**config.mk**
```make
export PLATFORM = sky130hd
export DESIGN_NAME = alu_uart_sequencer
export DESIGN_NICKNAME = d
export VERILOG_FILES = /design/src/rtl/alu_uart_sequencer.sv
export SDC_FILE = /design/constraint.sdc
export NUM_CORES = 1
export LEC_CHECK = 0
export BUFFER_PORTS_ARGS = -buffer_cell sky130_fd_sc_hd__buf_2
export CAP_MARGIN = 20
export CORE_AREA = 2 2 78 80
export DETAILED_ROUTE_END_ITERATION = 7
export DIE_AREA = 0 0 80 82
export PLACE_DENSITY = 0.69
export SLEW_MARGIN = 20
export SYNTH_ARGS = -nofsm -noshare
export SYNTH_HDL_FRONTEND = slang
export SYNTH_SLANG_ARGS = --single-unit
```
**constraint.sdc**
```tcl
create_clock -name i_clock -period 2.5 [get_ports i_clock]
set_clock_uncertainty 0.05 [all_clocks]
set_input_delay 0.5 -clock i_clock [delete_from_list [all_inputs] [get_ports i_clock]]
set_output_delay 0.5 -clock i_clock [all_outputs]
set_load 0.1 [all_outputs]
```
**src/rtl/alu_uart_sequencer.sv**
```systemverilog
// Command sequencer between a UART rx/tx pair and a combinational ALU.
// It collects A, B and opcode bytes, latches the ALU result and sends it back as one byte.
module alu_uart_sequencer #(
    parameter int NB_DATA        = 8,
    parameter int NB_OP          = 6,
    parameter int NB_TIMEOUT     = 24,
    parameter int TIMEOUT_CYCLES = 10000000
) (
    input  logic               i_clock,
    input  logic               i_reset,
    input  logic               i_rx_done,
    input  logic [NB_DATA-1:0] i_rx_data,
    input  logic               i_tx_done,
    input  logic [NB_DATA-1:0] i_alu_result,
    output logic [NB_DATA-1:0] o_data_a,
    output logic [NB_DATA-1:0] o_data_b,
    output logic [NB_OP-1:0]   o_operation,
    output logic               o_tx_start,
    output logic [NB_DATA-1:0] o_tx_data,
    output logic               o_busy,
    output logic               o_timeout,
    output logic               o_overrun
);

    typedef enum logic [2:0] {
        WAIT_A,
        WAIT_B,
        WAIT_OP,
        CALC,
        SEND,
        WAIT_TX
    } state_t;

    localparam logic [NB_TIMEOUT-1:0] TIMEOUT_LAST = NB_TIMEOUT'(TIMEOUT_CYCLES - 1);

    state_t                state_reg, state_next;
    logic [NB_DATA-1:0]    data_a_reg, data_a_next;
    logic [NB_DATA-1:0]    data_b_reg, data_b_next;
    logic [NB_OP-1:0]      operation_reg, operation_next;
    logic [NB_DATA-1:0]    tx_data_reg, tx_data_next;
    logic [NB_TIMEOUT-1:0] count_reg, count_next;
    logic                  tx_start_reg, tx_start_next;
    logic                  busy_reg, busy_next;
    logic                  timeout_reg, timeout_next;
    logic                  overrun_reg, overrun_next;

    always_comb begin
        state_next     = state_reg;
        data_a_next    = data_a_reg;
        data_b_next    = data_b_reg;
        operation_next = operation_reg;
        tx_data_next   = tx_data_reg;
        count_next     = count_reg;
        tx_start_next  = 1'b0;
        timeout_next   = 1'b0;
        overrun_next   = 1'b0;

        case (state_reg)
            WAIT_A: begin
                if (i_rx_done) begin
                    data_a_next = i_rx_data;
                    count_next  = '0;
                    state_next  = WAIT_B;
                end
            end
            WAIT_B, WAIT_OP: begin
                // A byte arriving on the expiry cycle still counts as in time.
                if (i_rx_done) begin
                    count_next = '0;
                    if (state_reg == WAIT_B) begin
                        data_b_next = i_rx_data;
                        state_next  = WAIT_OP;
                    end else begin
                        operation_next = i_rx_data[NB_OP-1:0];
                        state_next     = CALC;
                    end
                end else if (count_reg == TIMEOUT_LAST) begin
                    count_next   = '0;
                    timeout_next = 1'b1;
                    state_next   = WAIT_A;
                end else begin
                    count_next = count_reg + NB_TIMEOUT'(1);
                end
            end
            CALC: begin
                tx_data_next = i_alu_result;
                state_next   = SEND;
            end
            SEND: begin
                tx_start_next = 1'b1;
                state_next    = WAIT_TX;
            end
            WAIT_TX: begin
                if (i_tx_done) begin
                    state_next = WAIT_A;
                end
            end
            default: state_next = WAIT_A;
        endcase

        // Bytes received while a result is in flight are dropped.
        if (i_rx_done && (state_reg == CALC || state_reg == SEND || state_reg == WAIT_TX)) begin
            overrun_next = 1'b1;
        end

        busy_next = (state_next == CALC) || (state_next == SEND) || (state_next == WAIT_TX);
    end

    always_ff @(posedge i_clock) begin
        if (i_reset) begin
            state_reg     <= WAIT_A;
            data_a_reg    <= '0;
            data_b_reg    <= '0;
            operation_reg <= '0;
            tx_data_reg   <= '0;
            count_reg     <= '0;
            tx_start_reg  <= 1'b0;
            busy_reg      <= 1'b0;
            timeout_reg   <= 1'b0;
            overrun_reg   <= 1'b0;
        end else begin
            state_reg     <= state_next;
            data_a_reg    <= data_a_next;
            data_b_reg    <= data_b_next;
            operation_reg <= operation_next;
            tx_data_reg   <= tx_data_next;
            count_reg     <= count_next;
            tx_start_reg  <= tx_start_next;
            busy_reg      <= busy_next;
            timeout_reg   <= timeout_next;
            overrun_reg   <= overrun_next;
        end
    end

    assign o_data_a    = data_a_reg;
    assign o_data_b    = data_b_reg;
    assign o_operation = operation_reg;
    assign o_tx_data   = tx_data_reg;
    assign o_tx_start  = tx_start_reg;
    assign o_busy      = busy_reg;
    assign o_timeout   = timeout_reg;
    assign o_overrun   = overrun_reg;

endmodule

```
# Yosys cells after proc, flatten, opt, wreduce, memory -nomap -nowiden

Index checks and enable logic that the tools add are counted.

Register bits after elaboration: 61
Input bits: 20
Output and inout bits: 34
Word-level logic and storage cells: 49

Add/sub/neg operators: 1
Equal/unequal tests: 10
Multiplexer cells: 13
Bitwise gates (word level): 2
Reductions and logical operators: 13

Operators by type and width:

| cell                                                             | number |
|---|---|
| 24-bit 2-to-1 mux                                                | 3 |
| 24-bit case mux with 2 select lines                              | 1 |
| 24-bit by 1-bit adder with 24-bit output (second input constant) | 1 |
| 24-bit == test (second input constant)                           | 1 |
| 3-bit case mux with 5 select lines                               | 1 |
| 3-bit == test (second input constant)                            | 4 |
| 3-bit 2-to-1 mux                                                 | 4 |
| 3-bit by 2-bit == test with 1-bit output (second input constant) | 3 |
| 3-bit AND reduction                                              | 2 |
| 1-bit logical OR                                                 | 4 |
| 1-bit 2-to-1 mux                                                 | 4 |
| 2-bit AND reduction                                              | 2 |
| 3-bit by 1-bit == test with 1-bit output (second input constant) | 1 |
| 3-bit logical NOT                                                | 1 |
| 3-bit OR reduction                                               | 1 |
| 2-bit != test (second input constant)                            | 1 |
| 1-bit inverter                                                   | 2 |
| 2-bit nonzero test                                               | 1 |
| 2-bit OR reduction                                               | 1 |
| 1-bit logical AND                                                | 1 |

# Longest topological paths before layout

Gate-level depths: netlist of the first run.

Depth in word-level cells: 7
Mapped depth: 8
Depth with buffers taken out: 6

# Worst setup path after synthesis of the first run

No wires, ideal clock.

Kind: reg-to-reg
Start: register count_reg[11]
End: register count_reg[20]
Library setup time: 0.127 ns
Data arrival time: 1.920 ns
Data required time: 2.323 ns
Slack: 0.403 ns
Cell stages (with the launch flop): 8
Path buffers: 2
Period minus slack after synthesis: 2.097 ns
Cells stage by stage: dfxtp_1 -> or4b_1 -> or3_1 -> or3_1 -> buf_6 -> buf_8 -> a31oi_1 -> a31oi_1

Word-level cells in the longest chain between the ends: 4
Elaborated cells on any way between the ends: 5
Classes of those cells: add/sub (1); eq/ne (1); mux (3)

Ends and longest elaborated chain:

| what                                                                              | line   | RTL |
|---|---|---|
| from (decl)                                                                       | 41     | `logic [NB_TIMEOUT-1:0] count_reg, count_next;` |
| from (signal assigned)                                                            | 127    | `count_reg <= count_next;` |
| 24-bit by 1-bit adder with 24-bit output / 24-bit == test (equally long branches) | 82, 77 |  |
| 24-bit 2-to-1 mux *                                                               | 77     | `end else if (count_reg == TIMEOUT_LAST) begin` |
| 24-bit 2-to-1 mux *                                                               | 68     | `if (i_rx_done) begin` |
| 24-bit case mux with 2 select lines *                                             | 58     | `case (state_reg)` |

Every way passes the cells marked *; elsewhere a longest branch is shown, timed or not.
A chain may end at the register's enable or synchronous reset.

# Worst setup path after layout of the first run

Start: register count_reg[11]
End: register count_reg[16]

Same word-level chain as after synthesis.

==> flow_metrics.tcl, run 1 <==
set metrics [dict create \
    cp_max_fo 12 \
    outcome "finished, final reports clean" \
    drt_wl_total_mm 5.76 \
    port-buffer-count 53 \
    fillers 559 \
    antenna_left 0 \
    finalMaxSlewViolations 0 \
    cts_tree "built" \
    die_y_um 82 \
    hold_start "i_alu_result[5]" \
    leakage_nw 1.31 \
    utilization_pct 55.6 \
    drc 0 \
    max_freq_mhz 431 \
    clk_path_buf_depth 2 \
    min_period_ns 2.32 \
    clock_latency_ns 0.33 \
    fp-row-count 28 \
    first_global_vias 2237 \
    boundaryPins 54 \
    cp_num_buf_inv 1 \
    syn2layout_area_growth_pct 21.6 \
    cp_data_required_time_ns 2.65 \
    async_reset_ff_share_pct 0 \
    slowest_delay_ns 0.53 \
    ys_types 44 \
    worstSetupPathType "flop to flop" \
    hold_path.class "input pin to flop" \
    synthCells 300 \
    largest_reg_flops 24 \
    wl_per_cell_um 13.2 \
    post_cts_buffers 0 \
    avgSynthCellArea_um2 8.76 \
    detailedRoute.firstIterationViolations 116 \
    fin_cells 435 \
    use_met3_pct 6.15 \
    max-slew-margin-rel_pct 61.1 \
    grt_max_degree 24 \
    grt.busiest_layer "met2" \
    met2_usage_pct 30.3 \
    drt-vias-per-instance 5.27 \
    cpMostUsedCell "or3_1" \
    groute.usage.overall_pct 19.7 \
    antenna_found_initial 0 \
    place_congestion 0.846 \
    cp_cell_sequence "or4b_1 -> or3_1 -> or3_1 -> buf_4 -> a41oi_1 -> a31oi_1" \
    synthesis.area_mm2 0.00263 \
    core_mm2 0.00575 \
    root_buffer "clkbuf_8" \
    ys_seq_area_share_pct 46.5 \
    vdd_ir_drop_max_mv 0.487 \
    maxCapViolCount 0 \
    crit_start "count_reg[11]" \
    synthFlopType "dfxtp_1" \
    die_w_um 80 \
    cts_hold_buf 0 \
    diodes 0 \
    met1_usage_pct 25.1 \
    synth.ff_latch_count 61 \
    cp_top_family "simple AND/OR/NAND/NOR gates" \
    dpl.hpwl_mm 4.07 \
    hold_viol_final 0 \
    tns_ns 0 \
    dp.cells 420 \
    start_util_pct 45.8 \
    period_share_pct 92.7 \
    ctsHtreeMaxLevel 3 \
    num-nets-final 377 \
    syn_nets 321 \
    cts_buffers 9 \
    layout-drive-gt1-share_pct 23.9 \
    grt_overflow_total 0 \
    first_pass_iters 4 \
    startpoint_type "flop" \
    yosys_warnings 0 \
    rsz0062_at_grt "no" \
    reg2reg_from "count_reg[11]" \
    cts.sinks 61 \
    worst_ep_arrival_time_ns 2.47 \
    clk_pin_slew_ns 0.07 \
    dieArea_mm2 0.00656 \
    grt_pass1_wl_mm 10.1 \
    vias 2294 \
    setup_viol 0 \
    synth_edf_count 0 \
    whs_ns 0.347 \
    cp-end-kind "flop" \
    crit_path_top_delay_cell "or4b_1" \
    worstMarginPinSlew_ns 0.582 \
    powerDensity_mw_per_mm2 711 \
    cts_resized 0 \
]
-- synth_stat cells, drive strengths merged (2+ instances only) --
master | instances | share of area [%]
nor4b | 3 | 1.0
xnor2 | 3 | 1.0
inv | 4 | 0.57
and3 | 2 | 0.52
a21oi | 13 | 2.5
nor3 | 7 | 1.3
nor2 | 51 | 7.3
a41oi | 2 | 0.67
buf | 3 | 1.3
nor4 | 2 | 0.48
clkbuf | 14 | 2.0
or3 | 4 | 0.95
nand2 | 29 | 4.1
nand3b | 2 | 0.57
a211oi | 2 | 0.57
nand2b | 2 | 0.48
and4 | 6 | 2.1
o211ai | 2 | 0.76
or2 | 2 | 0.48
a21o | 2 | 0.62
xor2 | 13 | 4.3
nand4 | 11 | 2.6
nand3 | 17 | 3.2
o21ai | 2 | 0.38
a31oi | 9 | 2.1
dfxtp | 61 | 46
mux2i | 22 | 8.4
-- kinds of logic after synthesis --
| logic type | after synthesis | share of synthesized area [%] |
|---|---|---|
| muxes | 22 | 8.38 |
| xor gates and xnor gates | 16 | 5.33 |
| and+or+nand+nor | 142 | 26.4 |
| buffers and inverters | 21 | 3.86 |
| DFF | 61 | 46.5 |
| adders and majority gates | 1 | 0.476 |
| AOI/OAI and AO/OA | 37 | 9.09 |
-- routing by layer --
layer	vias to the layer above	routed length [µm]	share of wire [%]
li1	1169	-	-
met1	1052	2700	47
met2	63	2630	46
met3	10	334	5.8
met4	0	88	1.5
met5	-	0	0
-- worst paths after layout --
check	slack (ns)	endpoint	cells past startpoint
worst max-delay path	0.18	count_reg[16]	6
worst min-delay path	0.35	o_tx_data[5]	3
worst max register to register	0.18	count_reg[16]	6
worst min register to register	0.40	o_data_a[4]	2
-- final cells by class --
type,count,area (µm²),area share (%)
inverter,4,15.0,0.470
clock buffer,11,141,4.42
clock inverter,4,72.6,2.27
timing repair buffer,62,333,10.4
multi-input combinational,218,1320,41.3
tap,75,93.8,2.94
sequential,61,1220,38.2
-- tightest hold or removal path: stages --
cell and delay, ns:
buf_2 0.07, mux2i_1 0.05, nor2_1 0.07
-- metrics by stage --
step	total power, W	instance area [µm²]	setup WS (ns)
after floorplan	0.00128	2630	0.403
after CTS	0.00230	3200	0.205
after global placement	0.00135	2980	0.246
after detailed placement	0.00135	2980	0.225
after global routing	0.00237	3200	0.0708
final	0.00227	3200	0.182
-- placed cells by master (no fill, tap or decap), drive strengths merged, types with 9 or more instances in the layout --
cell type,count
dfxtp,61
nand3,17
a21oi,13
nor2,51
nand4,11
nand2,29
buf,62
clkbuf,11
xor2,13
a31oi,9
mux2i,22
-- where the power goes --
part           internal, W  switching [W]
clock             0.000582       0.000366
combinational    0.0000683       0.000239
sequential        0.000997      0.0000216
total              0.00165       0.000626
No activity file was read; power rests on OpenSTA's default activity.
==> run 2, diff against run 1 <==
--- a/config.mk
+++ b/config.mk
@@ -7,10 +7,10 @@
 export LEC_CHECK = 0
 export BUFFER_PORTS_ARGS = -buffer_cell sky130_fd_sc_hd__buf_2
 export CAP_MARGIN = 20
-export CORE_AREA = 2 2 78 80
+export CORE_AREA = 2 2 75 77
 export DETAILED_ROUTE_END_ITERATION = 7
-export DIE_AREA = 0 0 80 82
-export PLACE_DENSITY = 0.69
+export DIE_AREA = 0 0 77 79
+export PLACE_DENSITY = 0.7
 export SLEW_MARGIN = 20
 export SYNTH_ARGS = -nofsm -noshare
 export SYNTH_HDL_FRONTEND = slang
==> run 2 against run 1 <==
Sequential share of layout area rose by 0.23 points. Clock power down 8.5%. Clock-buffer cell count shrank 2. Routed wire length fell by 2.8%. Fmax is 3.7% higher. Die area fell by 7.3%. Worst setup slack improved by 0.083 ns. Combinational power increased by 1%. Via count is 1.6% lower. Power down 3.4%. Hold slack lost 0.0027 ns. Final cell count shrank 0.46%.
==> flow_metrics.tcl, run 2 (synthesis gave the netlist of run 1 again) <==
set metrics [dict create \
    cts.sinks 61 \
    boundaryPins 54 \
    layout-drive-gt1-share_pct 24.4 \
    die_y_um 79 \
    worst_ep_arrival_time_ns 2.40 \
    largest_reg_flops 24 \
    crit_path_top_delay_cell "or4b_1" \
    worstMarginPinSlew_ns 0.975 \
    max_freq_mhz 447 \
    drc 0 \
    ff2ff_path_depth 5 \
    tns_ns 0 \
    startpoint_type "flop" \
    clock_latency_ns 0.34 \
    first_pass_iters 4 \
    reg2reg_from "count_reg[13]" \
    antenna_left 0 \
    cp_max_fo 15 \
    dpl.hpwl_mm 3.85 \
    min_period_ns 2.23 \
    cp_cell_sequence "or4b_1 -> or3_1 -> o41ai_1 -> a21o_2 -> nor2_1" \
    whs_ns 0.345 \
    cts_buffers 9 \
    post_cts_buffers 0 \
    cts_hold_buf 0 \
    hold_start "i_alu_result[0]" \
    drt-vias-per-instance 5.21 \
    layout_common_cells "dfxtp_1 (61), buf_2 (53), nor2_1 (51), nand2_1 (29), mux2i_1 (22)" \
    port-buffer-count 53 \
    syn2layout_area_growth_pct 20.8 \
    fp-row-count 27 \
    top_layer_used "met4" \
    met1Wirelength_mm 2.64 \
    wl_met3_um 408 \
    ctsHtreeMaxLevel 3 \
    clk_path_buf_depth 2 \
    final_common_cell "dfxtp_1" \
    clk_pin_slew_ns 0.07 \
    utilization_pct 59.5 \
    start_util_pct 49.2 \
    vdd_ir_drop_max_mv 0.519 \
    grt_max_degree 35 \
    dieArea_mm2 0.00608 \
    grt_pass1_wl_mm 9.45 \
    rsz0062_at_grt "no" \
    period_share_pct 89.4 \
    core_mm2 0.00534 \
    outcome "finished, final reports clean" \
    fin_cells 433 \
    worstSetupPathType "flop to flop" \
    hold_viol_final 0 \
    setup_viol 0 \
    r2r-end "count_reg[2]" \
    max-slew-margin-rel_pct 34.4 \
    detailedRoute.firstIterationViolations 108 \
    r2r_setup_slack_ns 0.27 \
    place_congestion 0.812 \
    finalMaxSlewViolations 0 \
    antenna_found_initial 0 \
    grt_overflow_total 0 \
    root_buffer "clkbuf_8" \
    cts_resized 0 \
    maxCapViolCount 0 \
    slowest_delay_ns 0.49 \
    leakage_nw 1.31 \
    cts_tree "built" \
    die_w_um 77 \
    num-nets-final 377 \
    vias 2257 \
    whs_path_depth 3 \
    drt_wl_total_mm 5.60 \
    cp-end-kind "flop" \
    dp.cells 417 \
    cp_data_required_time_ns 2.66 \
    hold_path.class "input pin to flop" \
    dr_wl_met2_mm 2.47 \
    powerDensity_mw_per_mm2 691 \
    diodes 0 \
    groute.usage.overall_pct 19.7 \
    wl_per_cell_um 12.9 \
    hold-path-endpoint "o_tx_data[0]" \
    first_global_vias 2043 \
]
[run 2: changes by cell type in the layout (fill, tap and decap cells not counted)]
cell,previous run,this run
bufinv_16,2,1
clkbuf_8,10,9
clkinvlp_4,1,0
clkbuf_1,1,0
clkinv_2,1,2
inv_6,0,1
clkinv_4,0,3
[run 2: where the power goes]
| group | total (W) | leakage [nW] | internal (W) | switching, W |
|---|---|---|---|---|
| Clock | 0.000867 | 0.104 | 0.000465 | 0.000403 |
| Combinational | 0.000311 | 0.714 | 0.0000688 | 0.000242 |
| Sequential | 0.00102 | 0.494 | 0.000997 | 0.0000199 |
| Total | 0.00219 | 1.31 | 0.00153 | 0.000665 |
[run 2: final cells by class]
cell class              instances  area [µm²]
clock buffers                   9         124
clock inverters                 7        75.1
fillers                       501        2160
inverters                       4        15.0
multi-input cells             218        1320
flip-flops and latches         61        1220
well taps                      72        90.1
repair buffers                 62         333
[run 2: critical path: cells and delay by family (launching register included)]
kind               cells  cell delay (ns)
and+or+nand+nor        3             0.94
AOI/OAI and AO/OA      2             0.77
DFF                    1             0.36
[run 2: worst max-delay path by stage]
stage                       start       endpoint  slack [ns]  cells past startpoint
floorplan           count_reg[11]  count_reg[20]        0.40                      7
global placement    count_reg[12]   state_reg[0]        0.33                      6
detailed placement  count_reg[13]  count_reg[13]        0.28                      5
CTS                 count_reg[13]  count_reg[10]        0.26                      5
global route         state_reg[0]  count_reg[15]        0.14                      5
finish              count_reg[13]   count_reg[2]        0.27                      5
[run 2: through the flow]
step / setup slack, ns / instance area [µm²] / total power, W
after floorplan: 0.403 / 2630 / 0.00128
final: 0.265 / 3180 / 0.00219
after global placement: 0.328 / 2980 / 0.00135
after global routing: 0.136 / 3180 / 0.00228
after CTS: 0.259 / 3180 / 0.00222
after detailed placement: 0.281 / 2980 / 0.00135
[run 2: metal layers]
layer	vias up	GRT usage [%]
met3	7	7.95
met4	0	7.86
li1	1166	-
met2	63	29.4
met1	1021	25.4
met5	-	0
